$ cat config.mk
export PLATFORM = sky130hd
export DESIGN_NAME = verilab_chip_gpio_arb
export DESIGN_NICKNAME = d
export VERILOG_FILES = /design/src/rtl/verilab_chip_gpio_arb.sv
export SDC_FILE = /design/constraint.sdc
export NUM_CORES = 1
export LEC_CHECK = 0
export BUFFER_PORTS_ARGS = -buffer_cell sky130_fd_sc_hd__buf_2
export CAP_MARGIN = 25
export CORE_AREA = 4 4 152 154
export DETAILED_ROUTE_END_ITERATION = 16
export DIE_AREA = 0 0 156 158
export HOLD_SLACK_MARGIN = 0.08
export PLACE_DENSITY = 0.55
export RECOVER_POWER = 25
export SLEW_MARGIN = 20
export SYNTH_ARGS = -nofsm -noshare
export SYNTH_HDL_FRONTEND = slang
export SYNTH_SLANG_ARGS = --single-unit
export TNS_END_PERCENT = 20
$ cat constraint.sdc
create_clock -name clk -period 1.7 [get_ports clk]
set_input_delay 0.085 -clock clk [delete_from_list [all_inputs] [get_ports clk]]
set_output_delay 0.085 -clock clk [all_outputs]
set_load 0.05 [all_outputs]
$ cat src/rtl/verilab_chip_gpio_arb.sv
// Round-robin GPIO pad-bank ownership arbiter with req/gnt/rel handshake,
// one-cycle bus turnaround, hold-time watchdog and a two-flop input synchroniser.
package proj_param_pkg;
  localparam int PROJ_GPIO = 32;
endpackage

module verilab_chip_gpio_arb #(
  parameter int GPIO     = proj_param_pkg::PROJ_GPIO,
  parameter int NREQ     = 4,
  parameter int HOLD_MAX = 255
) (
  input  logic                     clk,
  input  logic                     rst_n,
  input  logic [NREQ-1:0]          req,
  input  logic [NREQ-1:0]          rel,
  output logic [NREQ-1:0]          gnt,
  output logic [$clog2(NREQ)-1:0]  owner_id,
  input  logic [NREQ*GPIO-1:0]     req_out,
  input  logic [NREQ*GPIO-1:0]     req_oe,
  output logic [GPIO-1:0]          gpio_o,
  output logic [GPIO-1:0]          gpio_oe_o,
  input  logic [GPIO-1:0]          gpio_i,
  output logic [GPIO-1:0]          gpio_sync_o,
  output logic                     timeout_o
);

  localparam int OW = $clog2(NREQ);
  localparam int HW = (HOLD_MAX > 0) ? $clog2(HOLD_MAX + 1) : 1;

  typedef enum logic [1:0] {S_IDLE, S_GRANT, S_TURN} state_t;

  state_t          r_state, w_state_next;
  logic [NREQ-1:0] r_gnt, w_gnt_next;
  logic [OW-1:0]   r_owner, w_owner_next;
  logic [HW-1:0]   r_hold, w_hold_next;
  logic            r_timeout, w_timeout_next;
  logic [GPIO-1:0] r_gpio, r_oe, w_gpio_next, w_oe_next;
  logic [GPIO-1:0] r_sync1, r_sync2;

  logic            w_found;
  logic [OW-1:0]   w_winner;
  logic [OW:0]     w_sum;
  logic [OW-1:0]   w_cand;
  logic            w_release;
  logic            w_expire;

  // Round-robin search starting just after the last owner, wrapping at NREQ.
  always_comb begin
    w_found  = 1'b0;
    w_winner = r_owner;
    w_sum    = '0;
    w_cand   = '0;
    for (int i = 1; i <= NREQ; i++) begin
      w_sum = {1'b0, r_owner} + (OW+1)'(i);
      if (w_sum >= (OW+1)'(NREQ))
        w_sum = w_sum - (OW+1)'(NREQ);
      w_cand = w_sum[OW-1:0];
      if (!w_found && req[w_cand]) begin
        w_found  = 1'b1;
        w_winner = w_cand;
      end
    end
  end

  assign w_release = rel[r_owner] | ~req[r_owner];
  assign w_expire  = (HOLD_MAX != 0) && (r_hold == HW'(HOLD_MAX - 1));

  always_comb begin
    w_state_next   = r_state;
    w_gnt_next     = r_gnt;
    w_owner_next   = r_owner;
    w_hold_next    = r_hold;
    w_timeout_next = 1'b0;
    w_gpio_next    = '0;
    w_oe_next      = '0;
    case (r_state)
      S_IDLE: begin
        if (w_found) begin
          w_state_next = S_GRANT;
          w_gnt_next   = NREQ'(1) << w_winner;
          w_owner_next = w_winner;
          w_hold_next  = '0;
        end
      end
      S_GRANT: begin
        w_gpio_next = req_out[r_owner*GPIO +: GPIO];
        w_oe_next   = req_oe[r_owner*GPIO +: GPIO];
        if (r_hold != HW'(HOLD_MAX))
          w_hold_next = r_hold + HW'(1);
        // A genuine release wins over a coincident watchdog expiry.
        if (w_release || w_expire) begin
          w_state_next   = S_TURN;
          w_gnt_next     = '0;
          w_timeout_next = ~w_release;
        end
      end
      S_TURN: begin
        w_state_next = S_IDLE;
      end
      default: begin
        w_state_next = S_IDLE;
        w_gnt_next   = '0;
      end
    endcase
  end

  always_ff @(posedge clk or negedge rst_n) begin
    if (!rst_n) begin
      r_state   <= S_IDLE;
      r_gnt     <= '0;
      r_owner   <= OW'(NREQ - 1);
      r_hold    <= '0;
      r_timeout <= 1'b0;
      r_gpio    <= '0;
      r_oe      <= '0;
      r_sync1   <= '0;
      r_sync2   <= '0;
    end else begin
      r_state   <= w_state_next;
      r_gnt     <= w_gnt_next;
      r_owner   <= w_owner_next;
      r_hold    <= w_hold_next;
      r_timeout <= w_timeout_next;
      r_gpio    <= w_gpio_next;
      r_oe      <= w_oe_next;
      r_sync1   <= gpio_i;
      r_sync2   <= r_sync1;
    end
  end

  assign gnt         = r_gnt;
  assign owner_id    = r_owner;
  assign gpio_o      = r_gpio;
  assign gpio_oe_o   = r_oe;
  assign gpio_sync_o = r_sync2;
  assign timeout_o   = r_timeout;

endmodule

==> results of run 1 <==
per-layer routing:
layer | vias to the layer above | global-route usage, % | part of all wire [%]
met4 | 4 | 4.75 | 1.5
met1 | 2679 | 22.7 | 40
met2 | 262 | 32.1 | 51
met5 | - | 0 | 0.095
li1 | 2470 | - | -
met3 | 31 | 5.06 | 7.5
where the power goes:
part	internal, uW	leakage (uW)	switching [uW]
registers	4330	0.00182	446
logic	3930	0.00327	5350
clock network	2240	0.000302	1640
total	10500	0.00539	7430
registers in the layout (all words and copies together) (netlist names):
signal and cells:
owner_id 2, r_sync1 32, r_hold 8, gpio_sync_o 32, timeout_o 1, r_state 2, gpio_o 32, gnt 4
gpio_oe_o 32
worst max-delay path, stage by stage, from the launching register on:
cell     delay [ns]
dfstp_4        0.65
buf_6          0.16
buf_12         0.15
mux4_2         0.51
and2_1         0.18
path summary, 6_finish.rpt:
kind                                   end  cells after the start  slack, ns   startpoint
max in group asynchronous      owner_id[1]                      3       0.62        rst_n
min in group asynchronous      r_sync1[12]                      2       0.35        rst_n
min                              gpio_o[1]                      3       0.09  req_out[97]
min reg2reg                gpio_sync_o[28]                      0       0.35  r_sync1[28]
max                           gpio_oe_o[8]                      4      -0.06  owner_id[0]
max reg2reg                   gpio_oe_o[8]                      4      -0.06  owner_id[0]
area by class of cell:
class,instances,area [um^2]
Antenna cell,1,2.50
Clock buffer,17,425
Clock inverter,15,194
Fill cell,1880,10800
Inverter,5,18.8
Multi-Input combinational cell,193,2410
Sequential cell,145,3640
Tap cell,280,350
Timing Repair Buffer,559,3820
synth_stat cells:
master	instances	area share (%)
or3_1	3	0.31
dfstp_2	2	0.86
a32oi_1	1	0.14
nand3_1	7	0.58
mux2i_1	2	0.33
nand4_1	2	0.21
o31ai_1	2	0.25
nor3_1	4	0.33
o211ai_1	1	0.12
mux4_2	65	24
a21oi_1	2	0.16
o2bb2ai_1	2	0.29
buf_1	2	0.12
nor2_1	3	0.19
ha_1	2	0.41
nor4_1	1	0.10
dfrtp_1	143	59
and3_1	3	0.31
nand3b_1	1	0.12
and2_1	64	6.6
o32ai_4	1	0.45
inv_1	5	0.31
nand2b_4	1	0.23
a31o_2	1	0.14
a21boi_0	1	0.12
xnor2_1	1	0.14
buf_2	8	0.66
a21o_1	1	0.12
nor2b_1	1	0.10
a2111oi_2	1	0.25
nand2b_1	6	0.62
clkbuf_1	11	0.68
a22o_1	2	0.29
nand2_1	4	0.25
buf_4	3	0.37
nor3b_1	1	0.12
o21ai_0	4	0.33
o31a_2	1	0.16
a211oi_1	2	0.25
stage by stage:
step | instances | utilization (%) | setup slack (ns)
2_1_floorplan | 367 | - | -0.178
3_3_place_gp | 1038 | 39.5 | -0.0622
3_5_place_dp | 1038 | 39.5 | -0.113
4_1_cts | 1208 | 49.0 | -0.108
5_1_grt | 1215 | 50.1 | -0.129
6_report | 1215 | 50.1 | -0.0624
cells by family (layout without fill, tap and decap cells):
| group | count (synthesis) | in the layout |
|---|---|---|
| xor+xnor | 1 | 1 |
| other cells | 0 | 1 |
| compound gates | 22 | 22 |
| simple gates | 101 | 101 |
| buf+inv | 29 | 596 |
| flops | 145 | 145 |
| mux | 67 | 67 |
| fa+ha+maj | 2 | 2 |
repair_timing:
item                                    4_1_cts  5_1_grt
buffers inserted                              3        0
endpoints found under the setup margin       65       73
endpoints found under the hold margin       161        0
cloned                                        1        6
hold buffers                                134        0
pin swaps                                     8        8
resized for setup                             5       34
==> reports/metrics.yaml, run 1 <==
wl_per_cell_um: 19.8
mostFrequentLayoutCell: "buf_2"
rows: 54
io_buffers: 400
post-route-period-util_pct: 104
grt_pass1_vias: 5990
synth_adder_area_share_pct: 0.412
cts.sinks: 145
hold_class: "in -> reg"
routed_wl_um: 24100
synthMuxAreaShare_pct: 24.4
status: "finished with violations"
io-pin-count: 401
synth-simple-area-share_pct: 10.0
antenna_left: 0
ys_types: 39
finalWorstSetupSlack_ns: -0.0624
cts_tree: "built"
clock.fmax_ghz: 0.567
path_clk_slew_ns: 0.07
violations: "setup timing"
arrival_ns: 2.07
drv_slew: 0
drc: 0
drive_above_1_share_pct: 60.3
clockBufferDepth: 2
grt_max_degree: 62
globalplace.congestion: 0.824
final_area_mm2: 0.0109
seq_area_frac_synth_pct: 59.7
synth_area_mm2: 0.00608
drt_iter0_drc: 212
end_kind: "flip-flop"
dieArea_mm2: 0.0246
power.leakage_uw: 0.00539
crit_type: "reg -> reg"
viasPerCell: 4.48
syn-instance-count: 367
synth-compound-area-share_pct: 3.09
ys_ff_latch: 145
area_delta_synth_final_pct: 78.7
start_util_pct: 28.0
grt_overflow_total: 0
tns_ns: -2.01
max_slew.worst_pin.slew_ns: 0.901
numCtsBuffers: 17
setup_viol: 64
finClkSkew_ns: 0.00761
critPathLaunchType: "flip-flop"
grt_pass1_wl_um: 34100
vias: 5446
max_cap_viol_count: 0
nNetsFinal: 1221
clk_latency_ns: 0.42
period_needed_ns: 1.76
critPathRequiredTime_ns: 2.00
syn_avg_cell_area_um2: 16.6
power_uw: 17900
hold_ws_ns: 0.0921
hold_viol: 0
rsz0062_at_grt: "yes"
cts-root-buf: "clkbuf_16"
track_usage_pct: 18.4
yosys_warnings: 0
antenna_found_initial: 3
htree_levels: 4
drt_first_pass_iters: 4
die_y_um: 158
synth_top_family_by_area: "multiplexers"
p_per_area_mw_per_mm2: 1650
crit_fanout: 6
layout_common_cells: "397 x buf_2, 143 x dfrtp_1, 134 x dlygate4sd3_1"
slew-limit-headroom_pct: 39.9
die_x_um: 156
syn-num-nets: 667
max-vdd-ir-drop_v: 0.000988
core_mm2: 0.0217
placed_cell_area_mm2: 0.00858
hpwl_um: 17300
synth_xor_area_share_pct: 0.144
Power figures use the tool's default switching activity.
==> run 2: changes to the inputs <==
GPL_TIMING_DRIVEN = 0   (was unset)
==> run 2 against run 1 <==
  * Count of clock-buffer cells in the layout is the same
  * Register-to-register slack lost 0.06 ns
  * Largest power group unchanged
  * Maximum frequency decreased by 3.1%
  * The run still ends with setup timing left
  * Sequential share of layout area up 1.5 points
  * Sequential power down 4%
  * Final area shrank 4.6%
  * Power decreased by 2.3%
  * Final cell count down 2.0%
==> reports/metrics.yaml, run 2 (synthesis gave the netlist of run 1 again) <==
clockBufferDepth: 2  # unchanged
p_per_area_mw_per_mm2: 1690  # +2.4%
wl_per_cell_um: 19.4  # -2.5%
mostFrequentLayoutCell: "buf_2"
area_delta_synth_final_pct: 70.5
hpwl_um: 17500  # +1.1%
p_switching_uw: 7540  # +1.5%
power_frac_seq_pct: 26.3  # -0.3 points
drive_above_1_share_pct: 61.3  # +1.1 points
clk_latency_ns: 0.42  # about the same
sw_frac_of_total_pct: 43.1  # +1.6 points
nNetsFinal: 1195  # -2.1%
max_cap_viol_count: 0  # unchanged
finClkSkew_ns: 0.0103  # +0.00266 ns
post-route-period-util_pct: 107  # +3.3 points
tns_ns: -2.86  # -0.845 ns
end_kind: "flip-flop"
max_slew.worst_pin.slew_ns: 0.845  # -0.0560 ns
drt_first_pass_iters: 4  # unchanged
htree_levels: 4  # unchanged
clock.fmax_ghz: 0.550  # -3.1%
arrival_ns: 2.18  # +0.11 ns
slew-limit-headroom_pct: 43.7  # +3.7 points
crit_fanout: 7  # +1
globalplace.congestion: 0.810  # -1.7%
core_mm2: 0.0217  # unchanged
hold_class: "in -> reg"
violations: "setup timing"
numCtsBuffers: 17  # unchanged
final_area_mm2: 0.0104  # -4.6%
drc: 0  # unchanged
drv_slew: 0  # unchanged
status: "finished with violations"
setup_viol: 69  # +7.8%
die_y_um: 158  # unchanged
dieArea_mm2: 0.0246  # unchanged
cts-root-buf: "clkbuf_16"
share_comb_of_total_power_pct: 52.2  # +0.5 points
drt_iter0_drc: 169  # -20%
layout_common_cells: "400 x buf_2, 143 x dfrtp_1, 97 x dlygate4sd3_1"
critPathLaunchType: "flip-flop"
max-vdd-ir-drop_v: 0.000797  # -19%
antenna_left: 0  # unchanged
viasPerCell: 4.43  # -1.2%
power.leakage_uw: 0.00519  # -3.7%
finalWorstSetupSlack_ns: -0.119  # -0.0563 ns
cts_tree: "built"
grt_max_degree: 90  # +45%
critPathRequiredTime_ns: 2.07  # +0.07 ns
track_usage_pct: 17.9  # -0.50 points
io_buffers: 400  # unchanged
rsz0062_at_grt: "yes"
grt_pass1_wl_um: 32800  # -4.0%
pwr-share-clk_pct: 21.4  # -0.2 points
vias: 5272  # -3.2%
path_clk_slew_ns: 0.07  # about the same
start_util_pct: 28.0  # unchanged
routed_wl_um: 23100  # -4.4%
die_x_um: 156  # unchanged
hold_viol: 0  # unchanged
grt_pass1_vias: 5632  # -6.0%
internal_power_uw: 9980  # -5.0%
io-pin-count: 401  # unchanged
placed_cell_area_mm2: 0.00851  # -0.74%
crit_type: "reg -> reg"
rows: 54  # unchanged
grt_overflow_total: 0  # unchanged
antenna_found_initial: 4  # +1
period_needed_ns: 1.82  # +0.0563 ns
cts.sinks: 145  # unchanged
[run 2: cell count changes in the layout (fill, tap and decap cells not counted), sizes merged]
cell,delta
clkinvlp,-1
buf,+4
clkinv,+1
bufinv,-2
inv,+2
bufbuf,-1
clkbuf,+8
diode,+2
dlygate4sd3,-37
[run 2: final cells by class]
class	count	area, um^2
Antenna cell	3	7.51
Sequential cell	145	3630
Fill cell	1972	11300
Timing Repair Buffer	510	3170
Inverter	5	18.8
Multi-Input combinational cell	193	2370
Clock inverter	15	179
Buffer	23	215
Tap cell	280	350
Clock buffer	17	425
[run 2: power groups by stage]
stage | Clock (uW) | Combinational [uW] | Sequential, uW
finish | 3760 | 9150 | 4610
global route | 4010 | 9710 | 4720
CTS | 3870 | 8850 | 4620
detailed placement | 0 | 8370 | 4660
global placement | 0 | 8330 | 4670
floorplan | 0 | 3260 | 7430
[run 2: timing repair]
action,CTS,global route
endpoints found under the hold margin,160,0
setup buffers,1,8
gates resized for setup,31,20
hold buffers,97,0
pin swaps,4,6
gates cloned,0,3
endpoints found under the setup margin,72,71
[run 2: path summary, 6_finish.rpt]
path                        startpoint              end  slack (ns)  depth (start not counted)
hold / removal              req_oe[10]    gpio_oe_o[10]         0.1                          3
setup / recovery           owner_id[0]           gnt[1]       -0.12                          4
setup reg to reg           owner_id[0]           gnt[1]       -0.12                          4
min in group asynchronous        rst_n      r_sync1[12]        0.33                          2
max in group asynchronous        rst_n        r_hold[2]        0.46                          3
hold reg to reg            r_sync1[30]  gpio_sync_o[30]        0.34                          0
[run 2: worst max-delay path, cell delays in order, from the launching register on]
cell	delay, ns
dfstp_2	0.56
buf_12	0.14
mux4_2	0.56
o32ai_4	0.31
a22o_1	0.19
[run 2: routing by layer]
layer / vias up / track usage [%] / share of wire (%)
li1: 2425 / - / -
met1: 2562 / 22.3 / 39
met2: 257 / 30.3 / 52
met3: 26 / 5.17 / 7.8
met4: 2 / 5.54 / 1.6
met5: - / 0 / 0.039
[run 2: through the flow]
stage,hold WS [ns],power (uW),utilization (%),instances,setup slack [ns]
finish,0.0955,17500,47.8,1191,-0.119
global placement,0.194,13000,39.1,1047,-1.58
detailed placement,0.0504,13000,39.3,1048,-0.445
CTS,0.0801,17300,47.0,1178,-0.145
global route,0.0875,18400,47.8,1190,-0.175
floorplan,-0.211,10700,-,367,-0.178
==> run 3: changes to the inputs <==
RECOVER_POWER = unset   (was 25)
==> run 3 against run 2 <==
  * The run still ends with setup timing left
  * First-iteration DRC count rose by 4.1%
  * Utilization barely moved
  * Die area did not move
  * Register-to-register slack barely moved
  * Hold slack barely moved
  * Final cell count did not move
  * Power barely moved
  * Worst setup slack improved by 0.0020 ns
  * Critical path type unchanged
  * Critical endpoint unchanged
  * Largest cell class unchanged
==> reports/metrics.yaml, run 3 (synthesis gave the netlist of run 1 again) <==
regToRegEndpoint: "gnt[1]"
crit_family: "flip-flops"
crit_type: "reg -> reg"
worstRegToRegCells: 4  # unchanged
clockBufferDepth: 2  # unchanged
nFillCells: 1970  # -0.10%
cts-root-buf: "clkbuf_16"
share_comb_of_total_power_pct: 52.2  # about the same
cp_cell_sequence: "buf_12 > mux4_2 > o32ai_4 > a22o_1"
post-route-period-util_pct: 107  # -0.12 points
finClkSkew_ns: 0.0102  # -0.0000939 ns
drt_iter0_drc: 176  # +4.1%
grt_pass1_wl_um: 32800  # unchanged
max_stage_delay_ns: 0.56  # about the same
nNetsFinal: 1195  # unchanged
antenna_left: 0  # unchanged
wl_per_cell_um: 19.3  # -0.19%
routed_wl_um: 23000  # -0.19%
period_needed_ns: 1.82  # -0.00196 ns
arrival_ns: 2.18  # about the same
globalplace.congestion: 0.810  # unchanged
hold_viol: 0  # unchanged
max_slew.worst_pin.slew_ns: 0.763  # -0.0822 ns
p_switching_uw: 7540  # -0.12%
path_buf_inv: 1  # unchanged
die_y_um: 158  # unchanged
area_delta_synth_final_pct: 70.6  # about the same
grt_overflow_total: 0  # unchanged
critPathSlowestCell: "dfstp_2"
vias: 5265  # -0.13%
critPathRequiredTime_ns: 2.06  # about the same
drv_slew: 0  # unchanged
mostFrequentLayoutCell: "buf_2"
drc: 0  # unchanged
power.leakage_uw: 0.00519  # about the same
sw_frac_of_total_pct: 43.0  # about the same
clock.fmax_ghz: 0.550  # +0.11%
dp_slack_ns: -0.445  # unchanged
end_kind: "flip-flop"
numCtsBuffers: 17  # unchanged
drive_above_1_share_pct: 61.3  # unchanged
p_per_area_mw_per_mm2: 1690  # -0.11%
slew-limit-headroom_pct: 48.8  # +5.1 points
hold_start: "req_out[110]"
viasPerCell: 4.42  # -0.13%
grt_max_degree: 90  # unchanged
crit_fanout: 7  # unchanged
clk_latency_ns: 0.42  # about the same
cts_tree: "built"
hold_depth: 3  # unchanged
path_clk_slew_ns: 0.07  # about the same
layout_common_cells: "400 x buf_2, 143 x dfrtp_1, 97 x dlygate4sd3_1"
hold_ws_ns: 0.0954  # -0.000110 ns
htree_levels: 4  # unchanged
hpwl_um: 17500  # unchanged
pwr-share-clk_pct: 21.5  # about the same
violations: "setup timing"
drt_first_pass_iters: 4  # unchanged
critPathLaunchType: "flip-flop"
max-vdd-ir-drop_v: 0.000796  # -0.13%
reg2reg_from: "owner_id[0]"
internal_power_uw: 9980  # about the same
rsz0062_at_grt: "yes"
r2r_setup_slack_ns: -0.12  # about the same
rows: 54  # unchanged
io_buffers: 400  # unchanged
power_frac_seq_pct: 26.3  # about the same
start_util_pct: 28.0  # unchanged
status: "finished with violations"
die_x_um: 156  # unchanged
antenna_found_initial: 4  # unchanged
track_usage_pct: 17.9  # unchanged
io-pin-count: 401  # unchanged
dieArea_mm2: 0.0246  # unchanged
worstHoldEndpoint: "gpio_o[14]"
hold_class: "in -> reg"
core_mm2: 0.0217  # unchanged
cts.sinks: 145  # unchanged
finalWorstSetupSlack_ns: -0.117  # +0.00196 ns
setup_viol: 69  # unchanged
grt_pass1_vias: 5632  # unchanged
max_cap_viol_count: 0  # unchanged
-- run 3: worst register-to-register path, cell delays in order, from the launching register on --
cell and delay (ns):
dfstp_2 0.56, buf_12 0.14, mux4_2 0.56, o32ai_4 0.31, a22o_1 0.19
-- run 3: power groups by stage --
| stage | clock network [uW] | logic (uW) | registers [uW] |
|---|---|---|---|
| floorplan | 0 | 3260 | 7430 |
| global placement | 0 | 8330 | 4670 |
| detailed placement | 0 | 8370 | 4660 |
| CTS | 3870 | 8850 | 4620 |
| global route | 4010 | 9720 | 4720 |
| finish | 3760 | 9140 | 4610 |
-- run 3: metal layers --
layer	GRT usage, %	share of wire [%]	routed length (um)	vias up
met2	30.3	52	11900	259
met5	0	0.039	9	-
met4	5.54	1.7	392	2
li1	-	-	-	2425
met1	22.3	38	8850	2551
met3	5.17	8.1	1870	28
-- run 3: cell type report --
type,count,area (um^2),area share (%)
inverter,5,18.8,0.181
buffer,23,215,2.08
sequential,145,3630,35.0
clock inverter,15,179,1.73
tap,280,350,3.38
timing repair buffer,510,3170,30.6
multi-input combinational,193,2370,22.9
clock buffer,17,425,4.10
antenna,3,7.51,0.0724
-- run 3: metrics by stage --
stage	setup TNS, ns	util [%]	total power (uW)	instance area, um^2	std cells
4_1_cts	-4.96	47.0	17300	10200	1178
6_report	-2.82	47.8	17500	10400	1191
5_1_grt	-7.25	47.8	18400	10400	1190
2_1_floorplan	-9.21	-	10700	6120	367
3_5_place_dp	-17.89	39.3	13000	8510	1048
3_3_place_gp	-243.88	39.1	13000	8480	1047
-- run 3: repair_timing --
action	CTS	global route
hold buffers	97	0
setup endpoints to repair	72	71
buffers inserted	1	8
pin swaps	4	6
resized for setup	31	20
cloned	0	3
hold endpoints to repair	160	0
-- run 3: worst max-delay path by stage --
stage | endpoint | cells after the start | from | slack, ns
2_1_floorplan | gpio_o[23] | 5 | owner_id[0] | -0.18
3_3_place_gp | r_hold[1] | 1 | rst_n | -1.58
3_5_place_dp | gpio_oe_o[23] | 4 | r_state[0] | -0.45
4_1_cts | gnt[3] | 4 | owner_id[0] | -0.15
5_1_grt | gnt[1] | 4 | owner_id[0] | -0.18
6_report | gnt[1] | 4 | owner_id[0] | -0.12
